<file path="src/rtl/sram16_pkg.sv">
// Shared types and constants for the 16-bit asynchronous SRAM controller.
//   state_e  : controller FSM states
//   HALF_LO  : low 16-bit half of a 32-bit word (SRAM address LSB = 0)
//   HALF_HI  : high 16-bit half of a 32-bit word (SRAM address LSB = 1)
//   WCNT_W   : width of the per-half wait-state counter
package sram16_pkg;

  typedef enum logic [1:0] {
    IDLE   = 2'd0,
    ACCESS = 2'd1,
    HOLD   = 2'd2,
    DONE   = 2'd3
  } state_e;

  localparam logic HALF_LO = 1'b0;
  localparam logic HALF_HI = 1'b1;

  localparam int unsigned WCNT_W = 4;

endpackage

</file>
<file path="src/rtl/sram16_ctrl.sv">
// Avalon-MM 32-bit slave driving an external 16-bit asynchronous SRAM.
// Each 32-bit transfer becomes up to two 16-bit SRAM cycles (low half first),
// each holding the strobes for WAIT clocks; writes add one HOLD clock per half.
//
// Ports:
//   clock, sreset          : clock, synchronous active-high reset
//   s_address/s_byteenable : word address, byte enables ([1:0] low, [3:2] high)
//   s_writedata/s_readdata : 32-bit write data / read data (valid in ack cycle)
//   s_read/s_write         : requests held until accepted (write wins if both)
//   s_waitrequest          : combinational stall, low only in DONE
//   sram_addr              : halfword address {word address, half}
//   sram_dq_out/_oe/_in    : pad data out, pad output enable, pad data in
//   sram_ce_n/oe_n/we_n    : chip enable, output enable, write enable (active low)
//   sram_ub_n/lb_n         : upper/lower byte enables (active low)
module sram16_ctrl
  import sram16_pkg::*;
#(
  parameter int unsigned WIDTHA = 17,
  parameter int unsigned WAIT   = 2
) (
  input  logic              clock,
  input  logic              sreset,
  input  logic [WIDTHA-1:0] s_address,
  input  logic [3:0]        s_byteenable,
  input  logic [31:0]       s_writedata,
  output logic [31:0]       s_readdata,
  input  logic              s_read,
  input  logic              s_write,
  output logic              s_waitrequest,
  output logic [WIDTHA:0]   sram_addr,
  output logic [15:0]       sram_dq_out,
  output logic              sram_dq_oe,
  input  logic [15:0]       sram_dq_in,
  output logic              sram_ce_n,
  output logic              sram_oe_n,
  output logic              sram_we_n,
  output logic              sram_ub_n,
  output logic              sram_lb_n
);

  localparam logic [WCNT_W-1:0] WCNT_LAST = WCNT_W'(WAIT - 1);

  // Control state
  state_e              state_q, state_d;
  logic                half_q, half_d;
  logic [WCNT_W-1:0]   wcnt_q, wcnt_d;
  logic                is_wr_q, is_wr_d;

  // Latched request
  logic [WIDTHA-1:0]   addr_q, addr_d;
  logic [3:0]          be_q, be_d;
  logic [31:0]         wdata_q, wdata_d;

  // Read capture and response
  logic [15:0]         rd_lo_q, rd_lo_d;
  logic [15:0]         rd_hi_q, rd_hi_d;
  logic [31:0]         rdata_q, rdata_d;

  // Registered pad drivers
  logic [WIDTHA:0]     sram_addr_q, sram_addr_d;
  logic [15:0]         dq_out_q, dq_out_d;
  logic                dq_oe_q, dq_oe_d;
  logic                ce_n_q, ce_n_d;
  logic                oe_n_q, oe_n_d;
  logic                we_n_q, we_n_d;
  logic                ub_n_q, ub_n_d;
  logic                lb_n_q, lb_n_d;

  logic [1:0]          be_pair_c;

  // Stall every request except in the single DONE clock.
  assign s_waitrequest = (s_read | s_write) & (state_q != DONE);

  assign s_readdata  = rdata_q;
  assign sram_addr   = sram_addr_q;
  assign sram_dq_out = dq_out_q;
  assign sram_dq_oe  = dq_oe_q;
  assign sram_ce_n   = ce_n_q;
  assign sram_oe_n   = oe_n_q;
  assign sram_we_n   = we_n_q;
  assign sram_ub_n   = ub_n_q;
  assign sram_lb_n   = lb_n_q;

  // Next-state, request latch and read capture.
  always_comb begin
    state_d = state_q;
    half_d  = half_q;
    wcnt_d  = wcnt_q;
    is_wr_d = is_wr_q;
    addr_d  = addr_q;
    be_d    = be_q;
    wdata_d = wdata_q;
    rd_lo_d = rd_lo_q;
    rd_hi_d = rd_hi_q;

    unique case (state_q)
      IDLE: begin
        if (s_read || s_write) begin
          addr_d  = s_address;
          be_d    = s_byteenable;
          wdata_d = s_writedata;
          is_wr_d = s_write;
          wcnt_d  = '0;
          if (s_write) begin
            // Start on the first half that has any byte enabled.
            if (s_byteenable[1:0] != 2'b00) begin
              state_d = ACCESS;
              half_d  = HALF_LO;
            end else if (s_byteenable[3:2] != 2'b00) begin
              state_d = ACCESS;
              half_d  = HALF_HI;
            end else begin
              state_d = DONE;
            end
          end else begin
            state_d = ACCESS;
            half_d  = HALF_LO;
          end
        end
      end

      ACCESS: begin
        if (wcnt_q == WCNT_LAST) begin
          wcnt_d = '0;
          if (is_wr_q) begin
            state_d = HOLD;
          end else begin
            // Data has been stable for the whole strobe; sample it now.
            if (half_q == HALF_LO) begin
              rd_lo_d = sram_dq_in;
              half_d  = HALF_HI;
            end else begin
              rd_hi_d = sram_dq_in;
              state_d = DONE;
            end
          end
        end else begin
          wcnt_d = wcnt_q + WCNT_W'(1);
        end
      end

      HOLD: begin
        if ((half_q == HALF_LO) && (be_q[3:2] != 2'b00)) begin
          state_d = ACCESS;
          half_d  = HALF_HI;
        end else begin
          state_d = DONE;
        end
      end

      DONE: begin
        state_d = IDLE;
      end

      default: begin
        state_d = IDLE;
      end
    endcase
  end

  // Pad values for the upcoming state, so the pads change only on clock edges.
  always_comb begin
    ce_n_d      = 1'b1;
    oe_n_d      = 1'b1;
    we_n_d      = 1'b1;
    ub_n_d      = 1'b1;
    lb_n_d      = 1'b1;
    dq_oe_d     = 1'b0;
    sram_addr_d = sram_addr_q;
    dq_out_d    = dq_out_q;
    rdata_d     = rdata_q;
    be_pair_c   = (half_d == HALF_HI) ? be_d[3:2] : be_d[1:0];

    case (state_d)
      ACCESS: begin
        ce_n_d      = 1'b0;
        sram_addr_d = {addr_d, half_d};
        if (is_wr_d) begin
          we_n_d   = 1'b0;
          dq_oe_d  = 1'b1;
          dq_out_d = (half_d == HALF_HI) ? wdata_d[31:16] : wdata_d[15:0];
          ub_n_d   = ~be_pair_c[1];
          lb_n_d   = ~be_pair_c[0];
        end else begin
          // Reads always fetch the full halfword.
          oe_n_d = 1'b0;
          ub_n_d = 1'b0;
          lb_n_d = 1'b0;
        end
      end

      HOLD: begin
        // Write strobe released; address, data and byte lanes held.
        ce_n_d  = 1'b0;
        dq_oe_d = 1'b1;
        ub_n_d  = ub_n_q;
        lb_n_d  = lb_n_q;
      end

      DONE: begin
        rdata_d = {rd_hi_d, rd_lo_d};
      end

      default: begin
      end
    endcase
  end

  // State and pad registers.
  always_ff @(posedge clock) begin
    if (sreset) begin
      state_q     <= IDLE;
      half_q      <= HALF_LO;
      wcnt_q      <= '0;
      is_wr_q     <= 1'b0;
      addr_q      <= '0;
      be_q        <= '0;
      wdata_q     <= '0;
      rd_lo_q     <= '0;
      rd_hi_q     <= '0;
      rdata_q     <= '0;
      sram_addr_q <= '0;
      dq_out_q    <= '0;
      dq_oe_q     <= 1'b0;
      ce_n_q      <= 1'b1;
      oe_n_q      <= 1'b1;
      we_n_q      <= 1'b1;
      ub_n_q      <= 1'b1;
      lb_n_q      <= 1'b1;
    end else begin
      state_q     <= state_d;
      half_q      <= half_d;
      wcnt_q      <= wcnt_d;
      is_wr_q     <= is_wr_d;
      addr_q      <= addr_d;
      be_q        <= be_d;
      wdata_q     <= wdata_d;
      rd_lo_q     <= rd_lo_d;
      rd_hi_q     <= rd_hi_d;
      rdata_q     <= rdata_d;
      sram_addr_q <= sram_addr_d;
      dq_out_q    <= dq_out_d;
      dq_oe_q     <= dq_oe_d;
      ce_n_q      <= ce_n_d;
      oe_n_q      <= oe_n_d;
      we_n_q      <= we_n_d;
      ub_n_q      <= ub_n_d;
      lb_n_q      <= lb_n_d;
    end
  end

endmodule
</file>
<file path="config.mk">
export PLATFORM = sky130hd
export DESIGN_NAME = sram16_ctrl
export DESIGN_NICKNAME = d
export VERILOG_FILES = /design/src/rtl/sram16_pkg.sv /design/src/rtl/sram16_ctrl.sv
export SDC_FILE = /design/constraint.sdc
export NUM_CORES = 1
export LEC_CHECK = 0
export CAP_MARGIN = 5
export CORE_ASPECT_RATIO = 1.2
export CORE_UTILIZATION = 30
export CTS_BUF_LIST = sky130_fd_sc_hd__clkbuf_16
export DETAILED_ROUTE_END_ITERATION = 6
export REMOVE_ABC_BUFFERS = 1
export SLEW_MARGIN = 20
export SYNTH_ARGS = -nofsm -noshare
export SYNTH_HDL_FRONTEND = slang
export SYNTH_SLANG_ARGS = --single-unit
</file>
<file path="constraint.sdc">
create_clock -name clock -period 2.25 [get_ports clock]
set_input_delay 0.45 -clock clock [delete_from_list [all_inputs] [get_ports clock]]
set_output_delay 0.45 -clock clock [all_outputs]
set_load 0.005 [all_outputs]
</file>
# --- Word level (Yosys, flattened, before mapping) ---
# Index checks and enable logic that the tools add are counted.
word_totals:
  regBits: 165
  latchBits: 0
  ramBits: 0
  romBits: 0
  inputBits: 73
  output_inout_bits: 73
  word_cells: 91
  n_memories: 0
op_classes:
  add_sub_neg: 1
  n_mul: 0
  n_div: 0
  n_lt_le_gt_ge: 0
  n_eq_ne: 9
  n_shift: 0
  mux: 46
  n_bitwise: 6
  n_reduce_logical: 11
op_table:
  columns: ["cell", "count"]
  rows:
  - ["two-way mux 16 bit", 9]
  - ["two-way mux 32 bit", 2]
  - ["two-way mux 17 bit", 2]
  - ["two-way mux 2 bit", 9]
  - ["two-way mux 4 bit", 4]
  - ["two-way mux 1 bit", 14]
  - ["equality test 2 bit, second input constant", 4]
  - ["case mux 2 bit (4 select lines)", 1]
  - ["case mux 4 bit (2 select lines)", 1]
  - ["nonzero test 2 bit", 4]
  - ["case mux 1 bit (2 select lines)", 3]
  - ["adder 4 x 1 -> 4 bit, second input constant", 1]
  - ["equality test 2 x 1 -> 1 bit, second input constant", 2]
  - ["equality test 4 x 1 -> 1 bit, second input constant", 1]
  - ["inequality test 2 bit, second input constant", 2]
  - ["inverter 1 bit", 4]
  - ["AND reduction 2 bit", 2]
  - ["OR reduction 2 bit", 2]
  - ["case mux 1 bit (3 select lines)", 1]
  - ["logical NOT 2 bit", 1]
  - ["bitwise AND 1 bit", 1]
  - ["logical AND 1 bit", 1]
  - ["logical OR 1 bit", 1]
  - ["bitwise OR 1 bit", 1]

# --- Logic depth before layout (Yosys ltp) ---
# Gate-level depths: netlist of run 1.
depth:
  depth_word: 10
  ltp_mapped: 13
  depth_no_buf: 12

# --- Worst setup path after synthesis of run 1 ---
# Ideal clock, no wire load.
synth_path:
  path_type: "reg2reg"
  startpoint: "register wcnt_q[0]"
  endpoint: "register dq_out_q[10] (netlist: sram_dq_out[10])"
  setup_time_ns: 0.061
  t_arrival_ns: 2.345
  t_required_ns: 2.189
  slack_ns: -0.156
  path_stages_with_launch: 12
  path_buffers: 2
  period_less_slack_ns: 2.406
  cell_sequence: "dfxtp_1 -> ha_1 -> or3b_1 -> clkbuf_1 -> nor2_1 -> o21ai_0 -> o21ai_0 -> inv_1 -> ha_1 -> a21oi_1 -> clkbuf_1 -> a32o_1"
synth_via:
  elab_chain_len: 5
  elab_cells_between_ends: 8
  classes_between: "2 x eq/ne; 5 x mux; 1 x reduce/logical"
synth_rtl:
  columns: ["element", "line_no", "source"]
  rows:
  - ["start: declaration", "sram16_ctrl.sv:46", "logic [WCNT_W-1:0] wcnt_q, wcnt_d;"]
  - ["start signal: assignment", "sram16_ctrl.sv:233", "wcnt_q <= wcnt_d;"]
  - ["equality test 4 x 1 -> 1 bit", "sram16_ctrl.sv:123", "if (wcnt_q == WCNT_LAST) begin"]
  - ["two-way mux 2 bit", "sram16_ctrl.sv:123", null]
  - ["case mux 2 bit (4 select lines)", "sram16_ctrl.sv:96", "unique case (state_q)"]
  - ["via state_d[0]", "sram16_ctrl.sv:44", "state_e state_q, state_d;"]
  - ["equality test 2 x 1 -> 1 bit", "sram16_ctrl.sv:174", "case (state_d)"]
  - ["AND reduction 2 bit (no line)", null, null]
  - ["end signal: assignment", "sram16_ctrl.sv:242", "dq_out_q <= dq_out_d;"]
  - ["end: declaration", "sram16_ctrl.sv:61", "logic [15:0] dq_out_q, dq_out_d;"]
# The timed path passes the listed nets, and every way through them passes these cells.
# A chain may end at the register's enable or synchronous reset.

# --- Worst setup path after layout of run 1 ---
layout_path:
  startpoint: "input s_write"
  endpoint: "register dq_out_q[10] (netlist: sram_dq_out[10])"
layout_via:
  elab_chain_len: 5
  elab_cells_between_ends: 14
  classes_between: "1 x eq/ne; 11 x mux; 2 x reduce/logical"
layout_rtl:
  columns: ["element", "line_no", "source"]
  rows:
  - ["start: declaration", "sram16_ctrl.sv:28", "input logic s_write,"]
  - ["two-way mux 2 bit or logical OR 1 bit (tied branches)", "sram16_ctrl.sv:104, sram16_ctrl.sv:98", null]
  - ["two-way mux 2 bit", "sram16_ctrl.sv:98", "if (s_read || s_write) begin"]
  - ["case mux 2 bit (4 select lines)", "sram16_ctrl.sv:96", null]
  - ["equality test 2 x 1 -> 1 bit", "sram16_ctrl.sv:174", null]
  - ["AND reduction 2 bit (no line)", null, null]
# Parallel ways exist; a longest one is shown, timed or not.

==> impl_results.html, run 1 <==
<table>
<tr><th>Metric</th><th>Value</th></tr>
<tr><th colspan="2">Route</th></tr>
<tr><td>Mean routed wirelength per cell</td><td>14.6 um</td></tr>
<tr><td>Count of unresolved DRC violations after routing</td><td>0</td></tr>
<tr><td>Antenna Nets Post-Route</td><td>0</td></tr>
<tr><td>Initial detailed-routing violation count</td><td>114</td></tr>
<tr><td>Detail-routed via count per cell</td><td>4.61</td></tr>
<tr><td>First-pass DRT Iterations</td><td>4</td></tr>
<tr><td>Overall via count from detail_route</td><td>4,817</td></tr>
<tr><td>Total wirelength of the detailed-routed design</td><td>15,200 um</td></tr>
<tr><th colspan="2">GRT</th></tr>
<tr><td>Initial antenna violation count</td><td>0</td></tr>
<tr><td>Overflow after GRT</td><td>0</td></tr>
<tr><td>Largest net degree at the start of global routing</td><td>93</td></tr>
<tr><td>Wire length of the first global-routing pass</td><td>23,200 um</td></tr>
<tr><td>GR Util All Layers</td><td>14.4%</td></tr>
<tr><td>Via count of the first global-routing pass</td><td>4,601</td></tr>
<tr><th colspan="2">Finish</th></tr>
<tr><td>Number of inserted filler cells in the final layout</td><td>1,934</td></tr>
<tr><td>Post-Layout Cell Count</td><td>1,045</td></tr>
<tr><td>Area Growth Syn to Fin</td><td>46.0%</td></tr>
<tr><td>Total number of nets in the final design</td><td>849</td></tr>
<tr><td>Antenna cell count</td><td>0</td></tr>
<tr><td>Proportion of layout cells with a drive suffix above 1</td><td>15.9%</td></tr>
<tr><td>Fin area</td><td>0.00882 mm2</td></tr>
<tr><td>Utilization after layout</td><td>44.9%</td></tr>
<tr><th colspan="2">Floorplan</th></tr>
<tr><td>Starting Density</td><td>30.8%</td></tr>
<tr><td>Number of primary I/O pins</td><td>146</td></tr>
<tr><td>Die Wd</td><td>132 um</td></tr>
<tr><td>Die ar.</td><td>0.0207 mm2</td></tr>
<tr><td>Die Ht</td><td>157 um</td></tr>
<tr><td>Count of standard-cell rows</td><td>56</td></tr>
<tr><td>Area of the core</td><td>0.0196 mm2</td></tr>
<tr><th colspan="2">Worst setup path</th></tr>
<tr><td>Arrival time worst endpoint</td><td>2.50 ns</td></tr>
<tr><td>Cells along the critical path</td><td>clkdlybuf4s50_1 &gt; buf_4 &gt; or3b_1 &gt; a211o_1 &gt; a21oi_4 &gt; buf_12 &gt; nand2_1 &gt; a32o_1</td></tr>
<tr><td>Reg-to-reg critical path endpoint</td><td>sram_dq_out[14]</td></tr>
<tr><td>Type of element launching the critical path</td><td>input port</td></tr>
<tr><td>CP Max Fanout</td><td>17</td></tr>
<tr><td>Capturing element type of the critical path</td><td>register</td></tr>
<tr><td>Worst reg2reg path startpoint</td><td>wcnt_q[1]</td></tr>
<tr><td>Logic depth of the worst register-to-register path</td><td>12</td></tr>
<tr><td>Critical path required time</td><td>2.56 ns</td></tr>
<tr><td>Critical path class</td><td>input port to register</td></tr>
<tr><td>Worst setup slack for register-to-register paths</td><td>0.07 ns</td></tr>
<tr><td>Library cell contributing the largest single delay on the critical path</td><td>clkdlybuf4s50_1</td></tr>
<tr><td>Largest incremental delay on the critical path</td><td>0.46 ns</td></tr>
<tr><th colspan="2">STA</th></tr>
<tr><td>Setup violators final</td><td>0</td></tr>
<tr><td>Max-slew violations</td><td>0</td></tr>
<tr><td>PnR worst setup slack</td><td>0.0638 ns</td></tr>
<tr><td>Unrepaired setup endpoints after global routing</td><td>true</td></tr>
<tr><td>Hold slack final</td><td>0.346 ns</td></tr>
<tr><td>Setup tns final</td><td>0 ns</td></tr>
<tr><td>Layout Skew</td><td>0.00957 ns</td></tr>
<tr><td>Measured slew at the worst slew-check pin</td><td>0.512 ns</td></tr>
<tr><td>Final clock period utilization by the worst path</td><td>97.2%</td></tr>
<tr><td>Final Hold Vio Count</td><td>0</td></tr>
<tr><td>Fmax</td><td>0.457 GHz</td></tr>
<tr><td>Final Critical Period</td><td>2.19 ns</td></tr>
<tr><td>Max-Slew Margin vs Limit</td><td>65.9%</td></tr>
<tr><th colspan="2">Synthesis</th></tr>
<tr><td>Number of synthesized register bits</td><td>165</td></tr>
<tr><td>Post-Syn Area per Cell</td><td>9.85 um2</td></tr>
<tr><td>Cell count after synthesis</td><td>613</td></tr>
<tr><td>Mapped cell area</td><td>0.00604 mm2</td></tr>
<tr><td>Area fraction of the dominant cell type after synthesis</td><td>54.7%</td></tr>
<tr><td>Count of unique library cells instantiated by Yosys</td><td>41</td></tr>
<tr><td>Top post-synthesis cells by area</td><td>dfxtp_1 (55%), mux2i_1 (14%), nor2_1 (9.4%)</td></tr>
<tr><td>Post-synth top area cell</td><td>dfxtp_1</td></tr>
<tr><td>Share of the yosys chip area belonging to registers</td><td>54.7%</td></tr>
<tr><td>Warnings from Yosys</td><td>0</td></tr>
<tr><th colspan="2">Clock tree</th></tr>
<tr><td>Clock buffers created by TritonCTS</td><td>17</td></tr>
<tr><td>CTS Hold Bufs</td><td>0</td></tr>
<tr><td>Maximum root-to-sink buffer count</td><td>2</td></tr>
<tr><td>Clock slew at reported path FFs</td><td>0.06 ns</td></tr>
<tr><td>Root buffer cell</td><td>clkbuf_16</td></tr>
<tr><td>Source-to-sink clock delay at the later pin of the worst-skew pair</td><td>0.42 ns</td></tr>
<tr><td>H-tree levels</td><td>4</td></tr>
<tr><td>CTS sink cnt</td><td>165</td></tr>
<tr><td>Clock tree from TritonCTS</td><td>built</td></tr>
<tr><th colspan="2">Power</th></tr>
<tr><td>Maximum vdd drop</td><td>0.000582 V</td></tr>
<tr><td>Total power per unit cell area</td><td>860 mW/mm2</td></tr>
<tr><td>Leakage dissipation</td><td>3.58 nW</td></tr>
<tr><td>Total Power</td><td>7.58 mW</td></tr>
<tr><th colspan="2">Placed design</th></tr>
<tr><td>Gpl congestion</td><td>0.756</td></tr>
<tr><td>Area post-placement</td><td>0.00797 mm2</td></tr>
<tr><td>Placed cells</td><td>1,008</td></tr>
<tr><td>Total half-perimeter wirelength after legalization and detailed placement</td><td>9730 um</td></tr>
<tr><td>Buffers on Ports</td><td>145</td></tr>
<tr><td>Setup slack after placement</td><td>-0.435 ns</td></tr>
<tr><th colspan="2">Run</th></tr>
<tr><td>Max-cap violations</td><td>0</td></tr>
<tr><th colspan="2">Min path</th></tr>
<tr><td>Hold depth</td><td>2</td></tr>
<tr><td>Hold Crit Start</td><td>sreset</td></tr>
<tr><td>Min-delay worst type</td><td>input port to register</td></tr>
<tr><td>Hold path endpoint</td><td>state_q[0]</td></tr>
<tr><th colspan="2">Outcome</th></tr>
<tr><td>Status</td><td>completed</td></tr>
</table>
## state kept, by name, indices dropped and copies added (netlist names), 2 cells and up
register,flops
wcnt_q,4
sram_dq_out,16
be_q,4
wdata_q,32
rd_hi_q,16
rd_lo_q,16
addr_q,17
state_q,2
s_readdata,32
sram_addr,18
## final cells by class
class                   instances  area (um2)  area share, %
well taps                     261         327           3.70
repair buffers                181        1850           21.0
clock buffers                  17         425           4.83
clock inverters                15         114           1.29
inverters                       5        18.8          0.213
flip-flops and latches        165        3300           37.5
multi-input cells             401        2780           31.5
## how the worst max path moves through the flow
| stage | start | to | slack (ns) | cells past startpoint |
|---|---|---|---|---|
| 2_1_floorplan | state_q[1] | sram_dq_out[0] | -1.15 | 5 |
| 3_3_place_gp | s_write | sram_dq_out[8] | -0.38 | 9 |
| 3_5_place_dp | s_write | sram_dq_out[12] | -0.43 | 9 |
| 4_1_cts | wcnt_q[1] | sram_dq_out[12] | 0.002 | 12 |
| 5_1_grt | wcnt_q[1] | sram_dq_out[14] | -0.03 | 12 |
| 6_report | s_write | sram_dq_out[10] | 0.06 | 8 |
## power by group
group          internal [mW]  total (mW)  switching [mW]
sequential              3.19        3.32           0.129
clock                   1.51        2.68            1.17
combinational          0.862        1.59           0.729
## metal layers
layer	vias up	share of wire (%)	GRT usage, %
met3	10	5.4	4.25
met1	2259	46	17.3
met5	-	0	0
met2	108	47	23.9
met4	0	1.4	6.09
li1	2440	-	-
## Yosys cell counts (all sizes together)
| master | n |
|---|---|
| a22oi | 1 |
| mux2i | 85 |
| o21bai | 1 |
| nand4 | 2 |
| nor3b | 1 |
| nand2b | 4 |
| o311ai | 1 |
| a21boi | 1 |
| a32o | 16 |
| dfxtp | 165 |
| o21ai | 5 |
| a211oi | 50 |
| nand3 | 5 |
| clkbuf | 30 |
| o22ai | 1 |
| nor2b | 2 |
| nor2 | 152 |
| ha | 5 |
| nand4b | 1 |
| a21o | 1 |
| nor3 | 3 |
| inv | 5 |
| or3b | 3 |
| nor4b | 1 |
| a22o | 1 |
| or2 | 5 |
| a221oi | 1 |
| buf | 12 |
| or3 | 1 |
| or4 | 1 |
| nand2 | 36 |
| and2 | 1 |
| a211o | 1 |
| a21oi | 12 |
| and3 | 1 |
## what timing repair did
action                                 in CTS  in global routing
setup endpoints to repair                  18                 67
buffers inserted                            1                  2
endpoints found under the hold margin       0                  0
gates resized for setup                     6                 56
cloned                                      0                  3
pin swaps                                   0                  6
## layout by cell type (no fill, tap or decap), types with 3 or more instances in the layout
cell type	Yosys	layout
dfxtp_1	165	164
o21ai_0	5	3
clkbuf_16	0	19
mux2i_2	0	3
mux2i_1	85	82
nand2_1	36	36
nand3_1	4	4
clkdlybuf4s50_1	0	143
clkinv_1	0	4
a32o_1	16	16
a21oi_1	11	8
a211oi_2	0	20
nor2_1	151	136
buf_4	4	24
buf_6	0	3
inv_1	5	5
nor2_2	1	14
buf_12	0	7
or2_2	4	4
clkinv_2	0	3
a211oi_1	50	30
## worst max-delay path: cells and delay by family
| family | cells | cell delay, ns |
|---|---|---|
| AOI/OAI and AO/OA | 3 | 0.81 |
| buffers and inverters | 3 | 0.80 |
| and+or+nand+nor | 2 | 0.43 |
## cell families (layout without fill, tap and decap cells)
group	Yosys count	in the layout	share of synthesized area (%)
AO/OA/AOI/OAI	92	92	11.8
adder cells (fa/ha/maj)	5	5	1.04
buffers and inverters	47	218	3.31
flip-flops	165	165	54.7
multiplexers	85	85	14.1
AND/OR/NAND/NOR	219	219	15.1
(Power assumes the default switching activity.)
==> run 2, diff against run 1 <==
Settings changed: CTS_CLUSTER_DIAMETER from default to 40.
==> results of run 2 <==
Same layout as run 1: the final DEF is identical, and so are final timing and power.
